### config.mk
export PLATFORM = sky130hd
export DESIGN_NAME = npu_seq_ctrl_flat
export DESIGN_NICKNAME = d
export VERILOG_FILES = /design/src/rtl/npu_seq_ctrl_if.sv /design/src/rtl/npu_seq_ctrl.sv /design/src/flat_wrapper.sv
export SDC_FILE = /design/constraint.sdc
export NUM_CORES = 1
export LEC_CHECK = 0
export ABC_AREA = 1
export ABC_CLOCK_PERIOD_IN_PS = 3700
export BUFFER_PORTS_ARGS = -buffer_cell sky130_fd_sc_hd__buf_2
export CAP_MARGIN = 5
export CELL_PAD_IN_SITES_DETAIL_PLACEMENT = 1
export CELL_PAD_IN_SITES_GLOBAL_PLACEMENT = 1
export CORE_UTILIZATION = 48
export CTS_CLUSTER_SIZE = 40
export DETAILED_ROUTE_END_ITERATION = 8
export GPL_TIMING_DRIVEN = 0
export HOLD_SLACK_MARGIN = 0.1
export PLACE_DENSITY_LB_ADDON = 0.08
export SYNTH_ARGS = -nofsm -noshare
export SYNTH_HDL_FRONTEND = slang
export SYNTH_SLANG_ARGS = --single-unit
### constraint.sdc
create_clock -name clk -period 3.7 [get_ports clk]
set_input_delay 0.74 -clock clk [delete_from_list [all_inputs] [get_ports clk]]
set_output_delay 0.74 -clock clk [all_outputs]
set_load 0.1 [all_outputs]
### src/rtl/npu_seq_ctrl_if.sv
// Host, datapath and weight-stream signals of the NPU inference sequencer.
// master = host/datapath side, slave = sequencer.
interface npu_seq_ctrl_if #(
  parameter int NUM_PE = 4
);
  logic                  host_trigger;
  logic                  host_abort;
  logic                  wq_push;
  logic [NUM_PE*8-1:0]   wq_data;
  logic                  wq_full;
  logic                  conv1_start;
  logic                  conv1_done;
  logic                  conv2_start;
  logic                  conv2_done;
  logic                  fcn_start;
  logic                  fcn_fc1_next;
  logic                  fcn_fc1_valid;
  logic [NUM_PE*8-1:0]   fcn_w_stream;
  logic                  fcn_done;
  logic [23:0]           fcn_logit;
  logic                  busy;
  logic                  done_pulse;
  logic [23:0]           result;
  logic [7:0]            status;
  logic [31:0]           perf_cycles;

  modport master (
    output host_trigger, host_abort, wq_push, wq_data,
    output conv1_done, conv2_done, fcn_fc1_next, fcn_done, fcn_logit,
    input  wq_full, conv1_start, conv2_start, fcn_start,
    input  fcn_fc1_valid, fcn_w_stream, busy, done_pulse, result, status, perf_cycles
  );

  modport slave (
    input  host_trigger, host_abort, wq_push, wq_data,
    input  conv1_done, conv2_done, fcn_fc1_next, fcn_done, fcn_logit,
    output wq_full, conv1_start, conv2_start, fcn_start,
    output fcn_fc1_valid, fcn_w_stream, busy, done_pulse, result, status, perf_cycles
  );
endinterface

### src/rtl/npu_seq_ctrl.sv
// NPU inference sequencer: conv1 -> conv2 -> FC, FC1 weight FIFO and per-phase watchdog.
// Define NPU_SEQ_CTRL_PERF_EN to build the CONV1-to-DONE cycle counter on perf_cycles.
//
// state  | meaning
// IDLE   | waiting for host_trigger
// CONV1  | conv1 running, waiting conv1_done
// CONV2  | conv2 running, waiting conv2_done
// FC_RUN | FC engine running, serving weight groups, waiting fcn_done
// DONE   | one-cycle completion pulse
// ERR    | watchdog expired, held until host_abort
module npu_seq_ctrl #(
  parameter int NUM_PE      = 4,
  parameter int IN1_N       = 132,
  parameter int OUT1_M      = 10,
  parameter int WQ_DEPTH    = 8,
  parameter int TIMEOUT_CYC = 4096
) (
  input logic         clk,
  input logic         rst_ni,
  npu_seq_ctrl_if.slave bus
);

  localparam int GW           = NUM_PE * 8;
  localparam int TOTAL_GROUPS = IN1_N * OUT1_M / NUM_PE;
  localparam int GC_W         = ($clog2(TOTAL_GROUPS + 1) > 10) ? $clog2(TOTAL_GROUPS + 1) : 10;
  localparam int PTR_W        = $clog2(WQ_DEPTH);
  localparam int CNT_W        = $clog2(WQ_DEPTH + 1);
  localparam int WD_W         = $clog2(TIMEOUT_CYC + 1);

  localparam logic [GC_W-1:0]  GC_TOTAL = GC_W'(TOTAL_GROUPS);
  localparam logic [CNT_W-1:0] CNT_FULL = CNT_W'(WQ_DEPTH);
  localparam logic [WD_W-1:0]  WD_LOAD  = WD_W'(TIMEOUT_CYC - 1);

  typedef enum logic [2:0] {
    IDLE   = 3'd0,
    CONV1  = 3'd1,
    CONV2  = 3'd2,
    FC_RUN = 3'd3,
    DONE   = 3'd4,
    ERR    = 3'd5
  } state_t;

  state_t state, state_nxt;

  logic [GW-1:0]    mem [WQ_DEPTH];
  logic [PTR_W-1:0] wr_ptr, rd_ptr;
  logic [CNT_W-1:0] wq_cnt, wq_cnt_nxt;
  logic             wq_empty_r, wq_full_r;

  logic             pending_req;
  logic [GC_W-1:0]  grp_cnt;
  logic [WD_W-1:0]  wd_cnt;
  logic             flg_ovf, flg_proto, flg_mism, flg_tmo;
  logic [23:0]      result_r;
  logic [GW-1:0]    w_stream_r;
  logic             valid_r, conv1_start_r, conv2_start_r, fcn_start_r;

  logic abort, start_run, fc_finish, in_watch, any_done, progress;
  logic pop, push_ok, push_drop, proto_err, timeout, flag_clr, enter_fc;

  assign abort    = bus.host_abort;
  assign any_done = bus.conv1_done | bus.conv2_done | bus.fcn_done;

  always_comb begin
    state_nxt = state;
    start_run = 1'b0;
    fc_finish = 1'b0;
    pop       = 1'b0;
    proto_err = 1'b0;
    in_watch  = (state == CONV1) || (state == CONV2) || (state == FC_RUN);
    if ((state == FC_RUN) && !abort) begin
      // a request is served in the cycle it arrives when a group is already queued
      pop       = (pending_req || bus.fcn_fc1_next) && !wq_empty_r;
      proto_err = pending_req && bus.fcn_fc1_next;
    end
    push_ok   = bus.wq_push && !abort && (!wq_full_r || pop);
    push_drop = bus.wq_push && !abort && !push_ok;
    progress  = any_done || pop;
    timeout   = in_watch && !abort && (wd_cnt == '0) && !progress;
    if (abort) begin
      state_nxt = IDLE;
    end else begin
      case (state)
        IDLE: if (bus.host_trigger) begin
          state_nxt = CONV1;
          start_run = 1'b1;
        end
        CONV1: begin
          if (bus.conv1_done)   state_nxt = CONV2;
          else if (timeout)     state_nxt = ERR;
        end
        CONV2: begin
          if (bus.conv2_done)   state_nxt = FC_RUN;
          else if (timeout)     state_nxt = ERR;
        end
        FC_RUN: begin
          if (bus.fcn_done) begin
            state_nxt = DONE;
            fc_finish = 1'b1;
          end else if (timeout) begin
            state_nxt = ERR;
          end
        end
        DONE:    state_nxt = IDLE;
        ERR:     state_nxt = ERR;
        default: state_nxt = IDLE;
      endcase
    end
    flag_clr = abort || start_run;
    enter_fc = (state == CONV2) && (state_nxt == FC_RUN);
    case ({push_ok, pop})
      2'b10:   wq_cnt_nxt = wq_cnt + CNT_W'(1);
      2'b01:   wq_cnt_nxt = wq_cnt - CNT_W'(1);
      default: wq_cnt_nxt = wq_cnt;
    endcase
  end

  always_ff @(posedge clk) begin
    if (push_ok) mem[wr_ptr] <= bus.wq_data;
  end

  always_ff @(posedge clk or negedge rst_ni) begin
    if (!rst_ni) begin
      wr_ptr     <= '0;
      rd_ptr     <= '0;
      wq_cnt     <= '0;
      wq_empty_r <= 1'b1;
      wq_full_r  <= 1'b0;
    end else if (abort) begin
      wr_ptr     <= '0;
      rd_ptr     <= '0;
      wq_cnt     <= '0;
      wq_empty_r <= 1'b1;
      wq_full_r  <= 1'b0;
    end else begin
      if (push_ok) wr_ptr <= wr_ptr + PTR_W'(1);
      if (pop)     rd_ptr <= rd_ptr + PTR_W'(1);
      wq_cnt     <= wq_cnt_nxt;
      wq_empty_r <= (wq_cnt_nxt == '0);
      wq_full_r  <= (wq_cnt_nxt == CNT_FULL);
    end
  end

  always_ff @(posedge clk or negedge rst_ni) begin
    if (!rst_ni) begin
      state         <= IDLE;
      conv1_start_r <= 1'b0;
      conv2_start_r <= 1'b0;
      fcn_start_r   <= 1'b0;
      valid_r       <= 1'b0;
      w_stream_r    <= '0;
      pending_req   <= 1'b0;
      grp_cnt       <= '0;
      wd_cnt        <= WD_LOAD;
      result_r      <= '0;
      flg_ovf       <= 1'b0;
      flg_proto     <= 1'b0;
      flg_mism      <= 1'b0;
      flg_tmo       <= 1'b0;
    end else begin
      state         <= state_nxt;
      conv1_start_r <= start_run;
      conv2_start_r <= (state == CONV1) && (state_nxt == CONV2);
      fcn_start_r   <= enter_fc;
      valid_r       <= pop;
      if (pop) w_stream_r <= mem[rd_ptr];

      if (abort || enter_fc || pop)                  pending_req <= 1'b0;
      else if ((state == FC_RUN) && bus.fcn_fc1_next) pending_req <= 1'b1;

      if (enter_fc) grp_cnt <= '0;
      else if (pop) grp_cnt <= grp_cnt + GC_W'(1);

      if ((state_nxt != state) || progress) wd_cnt <= WD_LOAD;
      else if (in_watch && (wd_cnt != '0))  wd_cnt <= wd_cnt - WD_W'(1);

      if (fc_finish) result_r <= bus.fcn_logit;

      flg_ovf   <= (flg_ovf   && !flag_clr) || push_drop;
      flg_proto <= (flg_proto && !flag_clr) || proto_err;
      flg_mism  <= (flg_mism  && !flag_clr) || (fc_finish && (grp_cnt != GC_TOTAL));
      flg_tmo   <= (flg_tmo   && !flag_clr) || ((state_nxt == ERR) && (state != ERR));
    end
  end

`ifdef NPU_SEQ_CTRL_PERF_EN
  logic [31:0] perf_cnt, perf_r;

  always_ff @(posedge clk or negedge rst_ni) begin
    if (!rst_ni) begin
      perf_cnt <= '0;
      perf_r   <= '0;
    end else begin
      if (start_run)                          perf_cnt <= '0;
      else if (in_watch && (perf_cnt != '1))  perf_cnt <= perf_cnt + 32'd1;
      // count includes the final FC_RUN cycle, so DONE entry reports entry-to-entry distance
      if (fc_finish) perf_r <= (perf_cnt == '1) ? perf_cnt : perf_cnt + 32'd1;
    end
  end

  assign bus.perf_cycles = perf_r;
`else
  assign bus.perf_cycles = '0;
`endif

  assign bus.wq_full       = wq_full_r;
  assign bus.conv1_start   = conv1_start_r;
  assign bus.conv2_start   = conv2_start_r;
  assign bus.fcn_start     = fcn_start_r;
  assign bus.fcn_fc1_valid = valid_r;
  assign bus.fcn_w_stream  = w_stream_r;
  assign bus.busy          = (state != IDLE) && (state != ERR);
  assign bus.done_pulse    = (state == DONE);
  assign bus.result        = result_r;
  assign bus.status        = {wq_empty_r, flg_tmo, flg_mism, flg_proto, flg_ovf, state};

endmodule

### src/flat_wrapper.sv
// flat-port wrapper written by rule: the top's interface ports become plain ports
module npu_seq_ctrl_flat 
#(
  parameter int NUM_PE      = 4,
  parameter int IN1_N       = 132,
  parameter int OUT1_M      = 10,
  parameter int WQ_DEPTH    = 8,
  parameter int TIMEOUT_CYC = 4096
)
  (clk, rst_ni, bus_host_trigger, bus_host_abort, bus_wq_push, bus_wq_data, bus_conv1_done, bus_conv2_done, bus_fcn_fc1_next, bus_fcn_done, bus_fcn_logit, bus_wq_full, bus_conv1_start, bus_conv2_start, bus_fcn_start, bus_fcn_fc1_valid, bus_fcn_w_stream, bus_busy, bus_done_pulse, bus_result, bus_status, bus_perf_cycles);
  npu_seq_ctrl_if #(.NUM_PE(NUM_PE)) bus_i ();
  input logic clk;
  input logic rst_ni;
  input wire logic [$bits(bus_i.host_trigger)-1:0] bus_host_trigger;
  input wire logic [$bits(bus_i.host_abort)-1:0] bus_host_abort;
  input wire logic [$bits(bus_i.wq_push)-1:0] bus_wq_push;
  input wire logic [$bits(bus_i.wq_data)-1:0] bus_wq_data;
  input wire logic [$bits(bus_i.conv1_done)-1:0] bus_conv1_done;
  input wire logic [$bits(bus_i.conv2_done)-1:0] bus_conv2_done;
  input wire logic [$bits(bus_i.fcn_fc1_next)-1:0] bus_fcn_fc1_next;
  input wire logic [$bits(bus_i.fcn_done)-1:0] bus_fcn_done;
  input wire logic [$bits(bus_i.fcn_logit)-1:0] bus_fcn_logit;
  output wire logic [$bits(bus_i.wq_full)-1:0] bus_wq_full;
  output wire logic [$bits(bus_i.conv1_start)-1:0] bus_conv1_start;
  output wire logic [$bits(bus_i.conv2_start)-1:0] bus_conv2_start;
  output wire logic [$bits(bus_i.fcn_start)-1:0] bus_fcn_start;
  output wire logic [$bits(bus_i.fcn_fc1_valid)-1:0] bus_fcn_fc1_valid;
  output wire logic [$bits(bus_i.fcn_w_stream)-1:0] bus_fcn_w_stream;
  output wire logic [$bits(bus_i.busy)-1:0] bus_busy;
  output wire logic [$bits(bus_i.done_pulse)-1:0] bus_done_pulse;
  output wire logic [$bits(bus_i.result)-1:0] bus_result;
  output wire logic [$bits(bus_i.status)-1:0] bus_status;
  output wire logic [$bits(bus_i.perf_cycles)-1:0] bus_perf_cycles;
  assign bus_i.host_trigger = bus_host_trigger;
  assign bus_i.host_abort = bus_host_abort;
  assign bus_i.wq_push = bus_wq_push;
  assign bus_i.wq_data = bus_wq_data;
  assign bus_i.conv1_done = bus_conv1_done;
  assign bus_i.conv2_done = bus_conv2_done;
  assign bus_i.fcn_fc1_next = bus_fcn_fc1_next;
  assign bus_i.fcn_done = bus_fcn_done;
  assign bus_i.fcn_logit = bus_fcn_logit;
  assign bus_wq_full = bus_i.wq_full;
  assign bus_conv1_start = bus_i.conv1_start;
  assign bus_conv2_start = bus_i.conv2_start;
  assign bus_fcn_start = bus_i.fcn_start;
  assign bus_fcn_fc1_valid = bus_i.fcn_fc1_valid;
  assign bus_fcn_w_stream = bus_i.fcn_w_stream;
  assign bus_busy = bus_i.busy;
  assign bus_done_pulse = bus_i.done_pulse;
  assign bus_result = bus_i.result;
  assign bus_status = bus_i.status;
  assign bus_perf_cycles = bus_i.perf_cycles;
  npu_seq_ctrl #(.NUM_PE(NUM_PE), .IN1_N(IN1_N), .OUT1_M(OUT1_M), .WQ_DEPTH(WQ_DEPTH), .TIMEOUT_CYC(TIMEOUT_CYC)) u_core (.clk(clk), .rst_ni(rst_ni), .bus(bus_i));
endmodule
==> metrics.md, run 1 <==
| Metric | Value |
|---|---|
| Worst-case clock buffer depth | 3 |
| RSZ-0062 raised after global routing | false |
| Worst reg2reg path depth | 18 |
| Worst-path clk slew | 0.06 ns |
| Hold Vio Cnt, Final | 0 |
| Worst Setup SP | u_core.state[1]$_DFF_PN0_ |
| Synth area leader | edfxtp_1 |
| Worst-path cell chain | buf_4, nand2_1, nor2_4, nand3_4, inv_2, clkbuf_1, ha_1, ha_1, nand2_1, nand2_1, a21oi_1, nor2_1, nor2_1, nand2_1, xor2_1, or2_2, nand2_1, inv_1 |
| Routed wire length | 40.0 mm |
| # IOs | about 170 |
| Crit Path Category | flop to flop |
| Clk sinks | 359 |
| Synthesis Warnings | 0 |
| CP most frequent cell | nand2_1 |
| Die X | 179 um |
| Leak | around 7.3 nW |
| Dominant cells by area after synthesis | edfxtp_1 (51%), dfrtp_1 (15%), mux2i_1 (4.3%) |
| Setup violation total in the final timing report | 0 |
| Synth unique cells | 45 |
| Synth async-reset ratio | 0.287 |
| Drt wl/cell | between 20 and 25 um |
| Critical path arrival | about 3.8 ns |
| PD cells | approximately 500 nW/um^2 |
| Hold crit path type | primary input to flop |
| Post-CTS Resized | 0 |
| Vias per cell | 5.45 |
| Layout cells sized above 1 | 0.228 |
| WHS | 0.447 ns |
| Setup bufs post-CTS | 0 |
| Largest fanout on the critical path | 11 |
| Vias in the first global route | 10500 |
| Final HPWL DP | 25.6 mm |
| GRT Util Overall | 0.255 |
| Initial Util | 0.490 |
| Initial drt markers | 781 |
| Worst r2r src | u_core.state[1]$_DFF_PN0_ |
| Tightest Pin Transition | 0.890 ns |
| CP endpoint kind | flop |
| Top-area cell type share of the netlist area | 0.512 |
| Max cap viols | 0 |
| Synth Register Bits | 359 |
| Syn Inst Count | between 1000 and 1500 |
| Buffers added on ports | 135 |
| FMAX | 297 MHz |
| Area Growth Syn to Fin | 19.1% |
| RePlAce Congestion | 0.803 |
| Hold path depth | 2 |
| Rows | 64 |
| Crit-path max cell delay | around 0.64 ns |
| Detailed Routing Iterations Pass 1 | 5 |
| DRC Markers | 0 |
| Top_reg_cell synth | edfxtp_1 |
| Slowest CP cell | clkbuf_1 |
| Worst setup endpoint | u_core.wq_empty_r$_DFF_PN1_ |
| Final Max Slew Viols | 0 |
| Seq/Total Area, Yosys | 0.684 |
| Fin nets | 1473 |
| Status | completed |
| First-pass GRT wire length | 60.7 mm |
| Tcrit/Tclk final | 0.910 |
| TritonCTS clock tree | built |
| Reg2reg end | u_core.wq_empty_r$_DFF_PN1_ |
| Final Skew | roughly 0.022 ns |
| Mapped Area | 15000 um^2 |
| Largest net degree at the start of global routing | 72 |
| H-tree lvl count | 2 |
| Final std cells w/o fill | roughly 1800 |
| Mapped Avg Cell Area | 12.7 um^2 |
| Dpl cells | between 1500 and 2000 |
| Antenna-violating nets left | 0 |
| Max transition margin | 0.405 |
| Core Box Area | 30700 um^2 |
| R2R setup slack | 0.33 ns |
| Chip Height | between 150 and 200 um |
| Crit path launch type | flop |
| Post-synth EDFFs | roughly 260 |
| WP data required | 4.16 ns |
| CTS Hold Buffers Added | 1 |
| Total grt overflow | 0 |
| Num CTS Buffers | 40 |
| Skew-Pair Late Insertion Delay | 0.54 ns |
| Die Area | 32000 um^2 |
| Period minus WS final | around 3.4 ns |
| Routed vias | 9962 |
| Initial antenna violation count | 4 |
| Clk root buf | clkbuf_16 |
| Peak VDD IR | roughly 340 uV |
## metal layers
layer / up-vias / share of wire / global-route usage
li1: 4528 / - / -
met1: 5014 / 0.41 / 0.331
met2: 337 / 0.50 / 0.434
met3: 79 / 0.062 / 0.0416
met4: 4 / 0.026 / 0.0879
met5: - / 0.00055 / 0
## metrics by stage
step	utilization	power [W]	setup WS, ns	cell area, um^2	TNS, ns
3_3_place_gp	0.532	0.00505	-1.29	16300	-282.35
2_1_floorplan	-	0.00490	-0.0311	15100	-6.19
6_report	0.583	0.00893	0.332	17900	0
3_5_place_dp	0.541	0.00509	0.0160	16600	0
5_1_grt	0.583	0.00921	0.0788	17900	0
4_1_cts	0.583	0.00900	0.312	17900	0
## area by class of cell
type | count | area [um^2]
buffer | 94 | 554
sequential | 359 | 10300
clock buffer | 59 | 1130
inverter | 125 | 495
fill | 3145 | 12800
clock inverter | 14 | 156
timing repair buffer | 145 | 902
antenna | 2 | 5.00
tap | 396 | 495
multi-input combinational | 633 | 3870
## how the worst min path moves through the flow
stage | slack (ns) | from | endpoint
floorplan | 0.44 | rst_ni | u_core.bus.conv1_start$_DFF_PN0_
global placement | 0.46 | u_core.bus.fcn_w_stream[11]$_DFFE_PN0P_ | u_core.bus.fcn_w_stream[11]$_DFFE_PN0P_
detailed placement | 0.46 | u_core.bus.fcn_w_stream[8]$_DFFE_PN0P_ | u_core.bus.fcn_w_stream[8]$_DFFE_PN0P_
CTS | 0.43 | bus_fcn_logit[0] | u_core.bus.result[0]$_DFFE_PN0P_
global route | 0.44 | bus_fcn_logit[0] | u_core.bus.result[0]$_DFFE_PN0P_
finish | 0.45 | bus_fcn_logit[0] | u_core.bus.result[0]$_DFFE_PN0P_
## registers in the layout, summed over array words and instances (netlist names)
name and flops:
u_core.flg_ovf 1, u_core.bus.fcn_w_stream 32, u_core.wr_ptr 3, u_core.wd_cnt 13, u_core.flg_proto 1, u_core.flg_tmo 1, u_core.bus.conv1_start 1, u_core.bus.fcn_fc1_valid 1
u_core.grp_cnt 10, u_core.bus.wq_full 1, u_core.flg_mism 1, u_core.rd_ptr 3, u_core.wq_empty_r 1, u_core.wq_cnt 4, u_core.bus.conv2_start 1, u_core.state 3
u_core.mem 256, u_core.bus.fcn_start 1, u_core.pending_req 1, u_core.bus.result 24
## synth_stat cells, types with 10 or more instances
master	count
nor2_1	43
o21ai_0	87
xor2_1	10
dfstp_2	13
clkbuf_1	36
mux2i_1	65
inv_1	121
a21oi_1	72
edfxtp_1	256
buf_2	12
nand2_1	124
dfrtp_1	90
o211ai_1	65
nand3_1	44
nor3_1	14
buf_4	39
mux2_2	24
## where the power goes
group	total (W)	leakage, nW	internal, W	switching [W]
logic	0.000593	3.01	0.000125	0.000468
registers	0.00441	3.67	0.00439	0.0000230
clock network	0.00393	0.633	0.00233	0.00159
## placed cells by master (no fill, tap or decap), types with 5 or more instances in the layout
cell type	synthesis	layout
nor3_1	14	13
xnor2_1	6	6
clkbuf_1	36	49
a21oi_1	72	72
buf_12	0	5
edfxtp_1	256	256
ha_1	9	9
o211ai_1	65	65
nor2_4	1	9
clkbuf_16	0	40
mux2i_1	65	65
nand3_1	44	44
buf_4	39	39
buf_2	12	146
clkbuf_8	1	7
nor2_1	43	35
xor2_1	10	10
nor2_2	5	5
conb_1	1	32
buf_6	4	5
clkinv_2	0	6
inv_1	121	121
dfstp_2	13	13
mux2_2	24	24
dfrtp_1	90	90
nand2_1	124	124
o21ai_0	87	87
## cell families after synthesis
logic type / after synthesis / synth area share
AO/OA/AOI/OAI: 235 / 0.0909
XOR/XNOR: 16 / 0.00933
adder cells (fa/ha/maj): 10 / 0.00883
buffers and inverters: 219 / 0.0699
flip-flops: 359 / 0.684
multiplexers: 89 / 0.0613
other: 1 / 0.000250
AND/OR/NAND/NOR: 251 / 0.0751
## critical path, delay by kind of cell, from the launching register on
kind	cells	cell delay [ns]
and+or+nand+nor	10	1.10
buffers and inverters	4	0.99
adders and majority gates	2	0.57
DFF	1	0.34
AOI/OAI and AO/OA	1	0.16
xor gates and xnor gates	1	0.14
Power figures use the tool's default switching activity.
==> run 2: changes to the inputs <==
--- a/config.mk
+++ b/config.mk
@@ -6,12 +6,13 @@
 export NUM_CORES = 1
 export LEC_CHECK = 0
 export ABC_AREA = 1
-export ABC_CLOCK_PERIOD_IN_PS = 3700
+export ABC_CLOCK_PERIOD_IN_PS = 4180
 export BUFFER_PORTS_ARGS = -buffer_cell sky130_fd_sc_hd__buf_2
 export CAP_MARGIN = 5
 export CELL_PAD_IN_SITES_DETAIL_PLACEMENT = 1
 export CELL_PAD_IN_SITES_GLOBAL_PLACEMENT = 1
-export CORE_UTILIZATION = 48
+export CORE_MARGIN = 2
+export CORE_UTILIZATION = 49
 export CTS_CLUSTER_SIZE = 40
 export DETAILED_ROUTE_END_ITERATION = 8
 export GPL_TIMING_DRIVEN = 0
==> constraint.sdc (replaced) <==
create_clock -name clk -period 4.18 [get_ports clk]
set_input_delay 0.836 -clock clk [delete_from_list [all_inputs] [get_ports clk]]
set_output_delay 0.836 -clock clk [all_outputs]
set_load 0.1 [all_outputs]
==> run 2 against run 1 <==
Setup slack better by 0.52 ns. Worst hold slack worse by 0.16 ns. Via count is 0.16% lower. Clock power is 15% lower. Register-to-register slack better by 0.52 ns. First-iteration DRC count is 2.4% lower. Non-clock buffer count is 1 lower. Critical path type unchanged. Critical endpoint unchanged. Highest routed layer unchanged.
==> metrics.md, run 2 (synthesis gave the netlist of run 1 again) <==
| Metric | Value |
|---|---|
| Status | completed |
| First-pass GRT wire length | 60.7 mm |
| Vias per cell | 5.45 |
| RSZ-0062 raised after global routing | false |
| Routed wire length | 40.1 mm |
| Final Max Slew Viols | 0 |
| Largest net degree at the start of global routing | 58 |
| H-tree lvl count | 2 |
| Final Skew | ~0.014 ns |
| Most frequent cells in the layout | edfxtp_1 (256), buf_2 (146), nand2_1 (124) |
| Post-CTS Resized | 0 |
| Initial drt markers | 762 |
| Commonest non-fill, non-tap cell in the layout | edfxtp_1 |
| Final HPWL DP | 25.8 mm |
| Layout cells sized above 1 | 0.230 |
| FMAX | 300 MHz |
| Buffers added on ports | roughly 140 |
| Area taken by multi-input logic gates | 3870 um^2 |
| Tightest Pin Transition | around 0.9 ns |
| Max transition margin | 0.417 |
| Critical path arrival | roughly 3.8 ns |
| Clk root buf | clkbuf_16 |
| PD cells | 436 nW/um^2 |
| Antenna-violating nets left | 0 |
| Hold Vio Cnt, Final | 0 |
| Fill cell count | roughly 3000 |
| Detailed Routing Iterations Pass 1 | 5 |
| Area Growth Syn to Fin | 18.7% |
| Initial antenna violation count | 3 |
| Worst-path clk slew | 0.06 ns |
| Largest fanout on the critical path | 11 |
| Routed vias | 9946 |
| Hold crit path type | primary input to asynchronous set/reset pin |
| Die Area | 32100 um^2 |
| Chip Height | 179 um |
| Crit Path Category | flop to flop |
| Max cap viols | 0 |
| Num CTS Buffers | 39 |
| Rows | 64 |
| Util after Layout | 0.587 |
| Crit path launch type | flop |
| Dpl cells | 1751 |
| RePlAce Congestion | just under 0.8 |
| Final std cells w/o fill | between 1500 and 2000 |
| Die X | 179 um |
| Largest register by flop count | u_core.mem |
| Core Box Area | 30300 um^2 |
| Vias in the first global route | between 10000 and 15000 |
| Max reg flops | 256 |
| WP data required | approximately 4.6 ns |
| Worst-case clock buffer depth | 3 |
| Setup bufs post-CTS | 0 |
| Tcrit/Tclk final | 0.796 |
| Fin nets | about 1500 |
| Leak | between 7 and 8 nW |
| Initial Util | 0.495 |
| Period minus WS final | 3.33 ns |
| Skew-Pair Late Insertion Delay | 0.53 ns |
| Total grt overflow | 0 |
| # IOs | 168 |
| Peak VDD IR | 334 uV |
| TritonCTS clock tree | built |
| Setup violation total in the final timing report | 0 |
| Drt wl/cell | 22.0 um |
| FF/Latch Area | 10300 um^2 |
| CTS Hold Buffers Added | 0 |
| Clk sinks | 359 |
| CP endpoint kind | flop |
| GRT Util Overall | 0.253 |
| Total power | 0.00778 W |
| DRC Markers | 0 |
## run 2: cell types whose count changed in the layout (fill, tap and decap cells not counted), moves of 2 or more
cell	previous run	this run
buf_12	5	8
buf_16	4	1
bufinv_16	4	2
clkbuf_1	49	43
clkinv_1	4	7
clkinvlp_4	0	2
## run 2: path summary, 6_finish.rpt
check / from / endpoint / slack (ns) / depth (start not counted)
min: rst_ni / u_core.bus.fcn_w_stream[21]$_DFFE_PN0P_ / 0.29 / 1
min reg2reg: u_core.bus.fcn_w_stream[20]$_DFFE_PN0P_ / u_core.bus.fcn_w_stream[20]$_DFFE_PN0P_ / 0.47 / 2
max: u_core.state[1]$_DFF_PN0_ / u_core.wq_empty_r$_DFF_PN1_ / 0.85 / 18
min in group clk: u_core.bus.fcn_w_stream[20]$_DFFE_PN0P_ / u_core.bus.fcn_w_stream[20]$_DFFE_PN0P_ / 0.47 / 2
max reg2reg: u_core.state[1]$_DFF_PN0_ / u_core.wq_empty_r$_DFF_PN1_ / 0.85 / 18
max in group asynchronous: rst_ni / u_core.bus.fcn_w_stream[24]$_DFFE_PN0P_ / 3.22 / 2
## run 2: metal layers
metal,GRT usage,vias up,part of all wire
met1,0.331,5005,0.41
li1,-,4528,-
met4,0.0718,4,0.023
met5,0,-,0.00055
met2,0.433,337,0.50
met3,0.0441,72,0.065
## run 2: power breakdown
part | internal [W] | total, W | leakage (nW) | switching [W]
Sequential | 0.00389 | 0.00391 | 3.67 | 0.0000208
Combinational | 0.000109 | 0.000525 | 2.99 | 0.000415
Clock | 0.00195 | 0.00334 | 0.614 | 0.00140
## run 2: area by class of cell
type,instances,share of cell area
plain buffers,94,0.0311
well taps,396,0.0278
multi-input cells,633,0.217
diodes,2,0.000281
clock inverters,18,0.00716
clock buffers,54,0.0630
inverters,125,0.0278
flip-flops and latches,359,0.577
repair buffers,144,0.0488
## run 2: through the flow
stage	hold slack (ns)	area [um^2]	setup TNS, ns	setup WS (ns)
6_report	0.285	17800	0	0.851
5_1_grt	0.301	17800	0	0.538
4_1_cts	0.280	17800	0	0.755
3_5_place_dp	0.461	16600	0	0.383
3_3_place_gp	0.460	16300	-186.63	-0.908
2_1_floorplan	0.454	15100	0	0.449
## run 2: worst max-delay path: stages (launching register included)
cell,delay [ns]
dfrtp_1,0.35
buf_4,0.17
nand2_1,0.10
nor2_4,0.16
nand3_4,0.13
inv_2,0.13
clkbuf_1,0.61
ha_1,0.33
ha_1,0.25
nand2_1,0.07
nand2_1,0.05
a21oi_1,0.16
nor2_1,0.06
nor2_1,0.09
nand2_1,0.07
xor2_1,0.14
or2_2,0.29
nand2_1,0.06
inv_1,0.03
